**src/rtl/crc32_pkg.sv**
```systemverilog
// crc32_pkg: CRC-32 constants and the status/state types shared by the frame checker and the TX generator.
package crc32_pkg;
  localparam logic [31:0] CRC32_POLY = 32'h04C1_1DB7;
  localparam logic [31:0] CRC32_INIT = 32'hFFFF_FFFF;
  typedef enum logic [1:0] {ERR_NONE = 2'd0, ERR_FCS = 2'd1, ERR_LEN = 2'd2, ERR_ABORT = 2'd3} err_e;
  typedef enum logic {IDLE = 1'b0, FRAME = 1'b1} state_e;
endpackage

```
**src/rtl/crc32_step64.sv**
```systemverilog
// crc32_step64: one 64-bit MSB-first CRC-32 update, data[63] shifted in first; purely combinational.
module crc32_step64
  import crc32_pkg::*;
(
  input  logic [31:0] crc_i,
  input  logic [63:0] data_i,
  output logic [31:0] crc_o
);
  logic [31:0] c;
  always_comb begin
    c = crc_i;
    for (int i = 63; i >= 0; i--) c = {c[30:0], 1'b0} ^ ((c[31] ^ data_i[i]) ? CRC32_POLY : 32'h0);
    crc_o = c;
  end
endmodule

```
**config.mk**
```make
export PLATFORM = sky130hd
export DESIGN_NAME = crc32_step64
export DESIGN_NICKNAME = d
export VERILOG_FILES = /design/src/rtl/crc32_pkg.sv /design/src/rtl/crc32_step64.sv
export SDC_FILE = /design/constraint.sdc
export NUM_CORES = 1
export LEC_CHECK = 0
export ABC_AREA = 1
export BUFFER_PORTS_ARGS = -buffer_cell sky130_fd_sc_hd__buf_2
export CAP_MARGIN = 0
export CORE_ASPECT_RATIO = 1.1
export CORE_MARGIN = 10
export CORE_UTILIZATION = 30
export DETAILED_ROUTE_END_ITERATION = 8
export PLACE_DENSITY = 0.58
export SYNTH_ARGS = -nofsm -noshare
export SYNTH_HDL_FRONTEND = slang
export SYNTH_SLANG_ARGS = --single-unit
```
**constraint.sdc**
```tcl
create_clock -name vclk -period 5
set_input_delay 0.25 -clock vclk [all_inputs]
set_output_delay 0.25 -clock vclk [all_outputs]
set_load 0.005 [all_outputs]
```
==> flow_summary.ini, run 1 <==
[synthesis]
avgSynthCellArea_um2 = 5.14
synth_top_area_frac = 0.347
synth.area.mux_share = 0
yosysWarnings = 0
synth-simple-area-share = 0.740
synth_common_cells = nand2_1 (1029), nand3_1 (331), inv_1 (197), nand2_2 (178), xor2_1 (152)
synth_nets = 2263
synth-xor-area-share = 0.170
synth_top_family_by_area = simple AND/OR/NAND/NOR gates
synth_compound_area_frac = 0.00146
synth_fa_ha_area_frac = 0
yosysMostFrequentCell = nand2_1
synth_cells = 2167
synth-seq-area-share = 0
synth_area_leaders = nand2_1 (35%), nand3_1 (15%), xor2_1 (12%)
ys_types = 30
syn_area_um2 = 11100
yosysTopAreaCell = nand2_1

[status]
status = finished, violations left
violations = setup timing

[timing]
fmax_mhz = 193
worst_pin_slew_ns = 0.477
slew_headroom = 0.680
rsz0062_at_grt = yes
hold_viol = 0
finalCriticalPeriod_ns = 5.17
fin_ws_ns = -0.174
setup_viol = 31
slew_violations = 0
finalCritPeriodShare = 1.03

[critical_path]
crit_required_ns = 4.75
critPathCaptureType = output pin
crit_fanout = 7
start_kind = input port
crit_start = data_i[59]
cp.arrival_ns = 4.92
cp_common_cell = nand2_4
cp_slowest_cell = nand3_4
cpLargestDelayFamily = simple AND/OR/NAND/NOR gates
crit_buf_inv = 10
worst-setup-path-type = input port to output pin
crit_path_max_incr_delay_ns = 0.18

[place]
place_ws_ns = -0.695
gp_congestion = 0.985
io_buffers = 128
hpwl_mm = 41.1
postPlaceCellArea_um2 = 15300

[die]
num_rows = 73
ios = 128
core-area_um2 = 36400
initial_core_util = 0.306
die_x_um = 204
die_area_um2 = 45300
die_h_um = 222

[layout]
diodes = 0
design_area_um2 = 20700
fillerInstances = 3264
n_clock_buffer = 0
drive_gt1_frac = 0.557
final_net_count = 2891
area.sequential_um2 = 0
seq_cells = 0
area_growth_pct = 85.5

[grt]
grt_max_degree = 10
grt_antenna_before_repair = 0
grt_pass1_vias = 15749
overflow = 0
grt_pass1_wl_mm = 80.0
track_usage = 0.213

[detailed_routing]
route.met2.wl_mm = 27.1
detail_route.vias_per_cell = 4.89
route.met3.wl_mm = 2.49
wl_mm = 52.2
wl_per_cell_um = 15.9
drt_first_pass_iters = 6
num_vias = 16051
drc = 0
maxUsedRoutingLayer = met4
ant_nets = 0
drt_iter0_markers = 929
wl_met1_mm = 20.7

[flow_run]
cap_violations = 0

[cts]
cts_hold_buf = 0

[worst_hold_path]
min_path_type = input port to output pin
min_from = data_i[0]
[cell usage in the layout, fill, tap and decap left out, drive strengths merged]
| cell type | count |
|---|---|
| a21o | 1 |
| a22o | 1 |
| buf | 629 |
| clkinv | 3 |
| inv | 240 |
| nand2 | 1284 |
| nand2b | 1 |
| nand3 | 367 |
| nand3b | 18 |
| nand4 | 7 |
| nor2 | 26 |
| or2 | 7 |
| xnor2 | 53 |
| xnor3 | 1 |
| xor2 | 155 |
[cells by family (layout without fill, tap and decap cells)]
logic type	Yosys count	after routing
AO/OA/AOI/OAI	2	2
AND/OR/NAND/NOR	1707	1710
XOR/XNOR	209	209
buffers and inverters	249	872
[per-stage QoR]
stage	cells	hold WS [ns]	utilization	TNS, ns
floorplan	2167	0.711	-	0
global route	3280	0.988	0.567	-13.07
detailed placement	3147	0.915	0.419	-18.30
finish	3280	0.947	0.567	-3.75
global placement	3147	0.921	0.419	-17.38
CTS	3229	0.950	0.517	-0.238
[worst paths after layout]
path	to	slack, ns	depth (start not counted)
max	crc_o[11]	-0.17	48
min	crc_o[22]	0.95	3
[final cells by class]
type	instances	area, µm²	area share
inverter	243	1000	0.0484
multi-input combinational	1921	14100	0.684
tap	487	609	0.0295
timing repair buffer	629	4910	0.238
[tightest hold or removal path, stage by stage]
cell	delay (ns)
buf_2	0.12
xnor3_1	0.22
buf_2	0.10
[what timing repair did]
action,in CTS,in global routing
resized for setup,658,340
setup buffers,81,50
setup endpoints to repair,32,32
pin swaps,206,206
gates cloned,2,1
[per-layer routing]
metal  up-vias  GRT usage
li1       7976          -
met1      7566      0.245
met2       402      0.401
met3       107     0.0200
met4         0     0.0621
met5         -          0
Power of run 1 is left out: the tool's default activity adds up to more than one toggle a clock period on the data nets, which glitch-free logic cannot reach.
==> inputs of run 2 (changes only) <==
- PLACE_DENSITY: 0.58 -> 0.59
- clock period: 5 -> 4.74 ns (I/O delays scaled with it)
==> flow_summary.ini, run 2 (synthesized netlist as in run 1, its figures left out) <==
[timing]
finalCriticalPeriod_ns = 5.27
fin_ws_ns = -0.533
slew_violations = 0
hold_slack_ns = 0.918
worst_pin_slew_ns = 0.374
rsz0062_at_grt = yes
finalCritPeriodShare = 1.11
slew_headroom = 0.750
fmax_mhz = 190
hold_viol = 0
setup_viol = 32

[layout]
fillerInstances = 2976
area.sequential_um2 = 0
fin_cells = 3329
design_area_um2 = 22000
n_clock_buffer = 0
final_cell_mix = nand2_1 (634), buf_4 (455), nand2_2 (341)
multi_input_area_um2 = 14900
layout_commonest_cell = nand2_1
diodes = 0
final_net_count = 2940
seq_cells = 0
drive_gt1_frac = 0.597
area_growth_pct = 97.5

[critical_path]
start_kind = input port
crit_fanout = 7
cp_common_cell = nand2_4
worst-setup-path-type = input port to output pin
crit_start = crc_i[27]
cp.arrival_ns = 5.04
critPathCaptureType = output pin
cp_slowest_cell = buf_4
crit_path_max_incr_delay_ns = 0.21
crit_required_ns = 4.50

[die]
die_x_um = 204
die_h_um = 222
ios = 128
num_rows = 73
initial_core_util = 0.306
die_area_um2 = 45300
core-area_um2 = 36400

[grt]
busiest_layer = met2
grt_pass1_wl_mm = 83.2
use_met3 = 0.0196
overflow = 0
grt_use_met1 = 0.258
track_usage = 0.222
grt_max_degree = 9
grt_pass1_vias = 16343
grt_use_met2 = 0.413
grt_antenna_before_repair = 0

[worst_hold_path]
min_path_type = input port to output pin
min_from = data_i[0]
min_path_cells = 3
hold-path-endpoint = crc_o[22]

[detailed_routing]
drt_first_pass_iters = 6
wl_per_cell_um = 17.2
drt_iter0_markers = 1165
num_vias = 16896
detail_route.vias_per_cell = 5.08
ant_nets = 0
wl_mm = 57.2
drc = 0

[place]
gp_congestion = 0.979
dp_cells = 3167
hpwl_mm = 41.6
io_buffers = 128
postPlaceCellArea_um2 = 15400

[status]
status = finished, violations left
violations = setup timing

[flow_run]
cap_violations = 0
-- run 2: worst max-delay path by stage --
stage	to	depth (start not counted)	slack, ns
after CTS	crc_o[20]	45	-0.27
after global placement	crc_o[11]	49	-0.79
after global routing	crc_o[26]	43	-0.77
after floorplan	crc_o[13]	44	0.35
final	crc_o[11]	44	-0.53
after detailed placement	crc_o[11]	49	-0.83
-- run 2: critical path, delay by kind of cell --
| family | cells | cell delay (ns) |
|---|---|---|
| buf+inv | 12 | 1.27 |
| simple gates | 29 | 3.01 |
| xor+xnor | 3 | 0.50 |
-- run 2: final cells by class --
cell class,count,share of cell area
inverters,243,0.0460
multi-input cells,1920,0.678
well taps,487,0.0277
repair buffers,679,0.248
-- run 2: per-stage QoR --
step | TNS (ns) | utilization | setup slack [ns]
2_1_floorplan | 0 | - | 0.352
3_3_place_gp | -21.39 | 0.422 | -0.791
3_5_place_dp | -22.90 | 0.422 | -0.826
4_1_cts | -6.53 | 0.539 | -0.274
5_1_grt | -22.40 | 0.604 | -0.769
6_report | -14.47 | 0.604 | -0.533
-- run 2: repair_timing --
action	CTS	global route
gates resized for setup	768	405
gates cloned	3	0
setup endpoints to repair	32	32
buffers inserted	102	61
pin swaps	229	276
hold buffers	0	0
-- run 2: layer usage --
metal | vias to the layer above | routed length [µm]
li1 | 8049 | -
met1 | 7944 | 21200
met2 | 683 | 29200
met3 | 220 | 3630
met4 | 0 | 3100
met5 | - | 0
Power of run 2 is left out for the same reason.
==> inputs of run 3 (changes only) <==
- PLACE_DENSITY: 0.59 -> 0.58
- clock period: 4.74 -> 5.6 ns (I/O delays scaled with it)
==> flow_summary.ini, run 3 (synthesized netlist as in run 1, its figures left out) <==
[layout]
diodes = 0
drive_gt1_frac = 0.417
area_growth_pct = 52.2
multi_input_area_um2 = 12100
fin_util = 0.465
fillerInstances = 3694
n_clock_buffer = 0
design_area_um2 = 17000
final_net_count = 2703
layout_commonest_cell = nand2_1
final_cell_mix = nand2_1 (846), buf_4 (279), nand3_1 (271)
seq_cells = 0
area.sequential_um2 = 0

[die]
ios = 128
die_x_um = 204
die_h_um = 222
initial_core_util = 0.306
die_area_um2 = 45300
num_rows = 73
core-area_um2 = 36400

[timing]
fmax_mhz = 186
slew_headroom = 0.708
hold_viol = 0
setup_viol = 0
finalCritPeriodShare = 0.960
worst_pin_slew_ns = 0.436
rsz0062_at_grt = yes
slew_violations = 0
finalCriticalPeriod_ns = 5.38

[worst_hold_path]
min_from = data_i[0]
min_path_type = input port to output pin
hold-path-endpoint = crc_o[22]
min_path_cells = 3

[detailed_routing]
drc = 0
drt_iter0_markers = 943
detail_route.vias_per_cell = 4.85
num_vias = 14997
wl_per_cell_um = 15.0
wl_mm = 46.3
ant_nets = 0
drt_first_pass_iters = 5

[critical_path]
cp_common_cell = nand2_4
cp_slowest_cell = xor2_1
worst-setup-path-type = input port to output pin
crit_fanout = 7
crit_required_ns = 5.32
critPathCaptureType = output pin
start_kind = input port
crit_path_max_incr_delay_ns = 0.32
cp.arrival_ns = 5.10

[grt]
grt_antenna_before_repair = 0
grt_pass1_wl_mm = 68.9
track_usage = 0.185
grt_max_degree = 11
overflow = 0
grt_pass1_vias = 13560

[flow_run]
cap_violations = 0

[status]
status = completed

[place]
postPlaceCellArea_um2 = 14200
io_buffers = 128
gp_congestion = 0.969
hpwl_mm = 39.4

[cts]
cts_hold_buf = 0
-- run 3: final cells by class --
| cell class | count | share of cell area |
|---|---|---|
| multi-input cells | 1920 | 0.714 |
| repair buffers | 442 | 0.194 |
| well taps | 487 | 0.0359 |
| inverters | 243 | 0.0562 |
-- run 3: repair_timing --
item | in CTS | in global routing
setup endpoints to repair | 29 | 32
gates resized for setup | 34 | 444
setup buffers | 2 | 78
gates cloned | 0 | 2
pin swaps | 7 | 149
-- run 3: how the worst max path moves through the flow --
| stage | start | end | slack (ns) | depth (start not counted) |
|---|---|---|---|---|
| finish | crc_i[31] | crc_o[28] | 0.22 | 43 |
| global route | crc_i[31] | crc_o[11] | -0.13 | 52 |
| CTS | data_i[63] | crc_o[10] | 0.005 | 51 |
| detailed placement | crc_i[31] | crc_o[10] | -0.25 | 50 |
| global placement | crc_i[31] | crc_o[6] | -0.19 | 47 |
| floorplan | data_i[63] | crc_o[13] | 1.13 | 44 |
-- run 3: per-stage QoR --
| stage | instances | hold slack, ns | setup slack, ns | setup TNS (ns) |
|---|---|---|---|---|
| floorplan | 2167 | 0.771 | 1.13 | 0 |
| global placement | 3010 | 0.978 | -0.189 | -2.91 |
| detailed placement | 3010 | 0.984 | -0.248 | -4.69 |
| CTS | 3012 | 0.984 | 0.00517 | 0 |
| global route | 3092 | 1.01 | -0.128 | -1.40 |
| finish | 3092 | 0.986 | 0.222 | 0 |
-- run 3: per-layer routing --
layer	track usage	routed length, µm	vias up
li1	-	-	7594
met4	0.0410	1350	0
met5	0	0	-
met2	0.339	23500	462
met3	0.0194	2590	87
met1	0.223	18900	6854
-- run 3: worst max-delay path: cells and delay by family --
kind,cells,cell delay (ns)
buffers and inverters,11,1.31
XOR/XNOR,4,0.95
AND/OR/NAND/NOR,28,2.56
Power of run 3 is left out for the same reason.
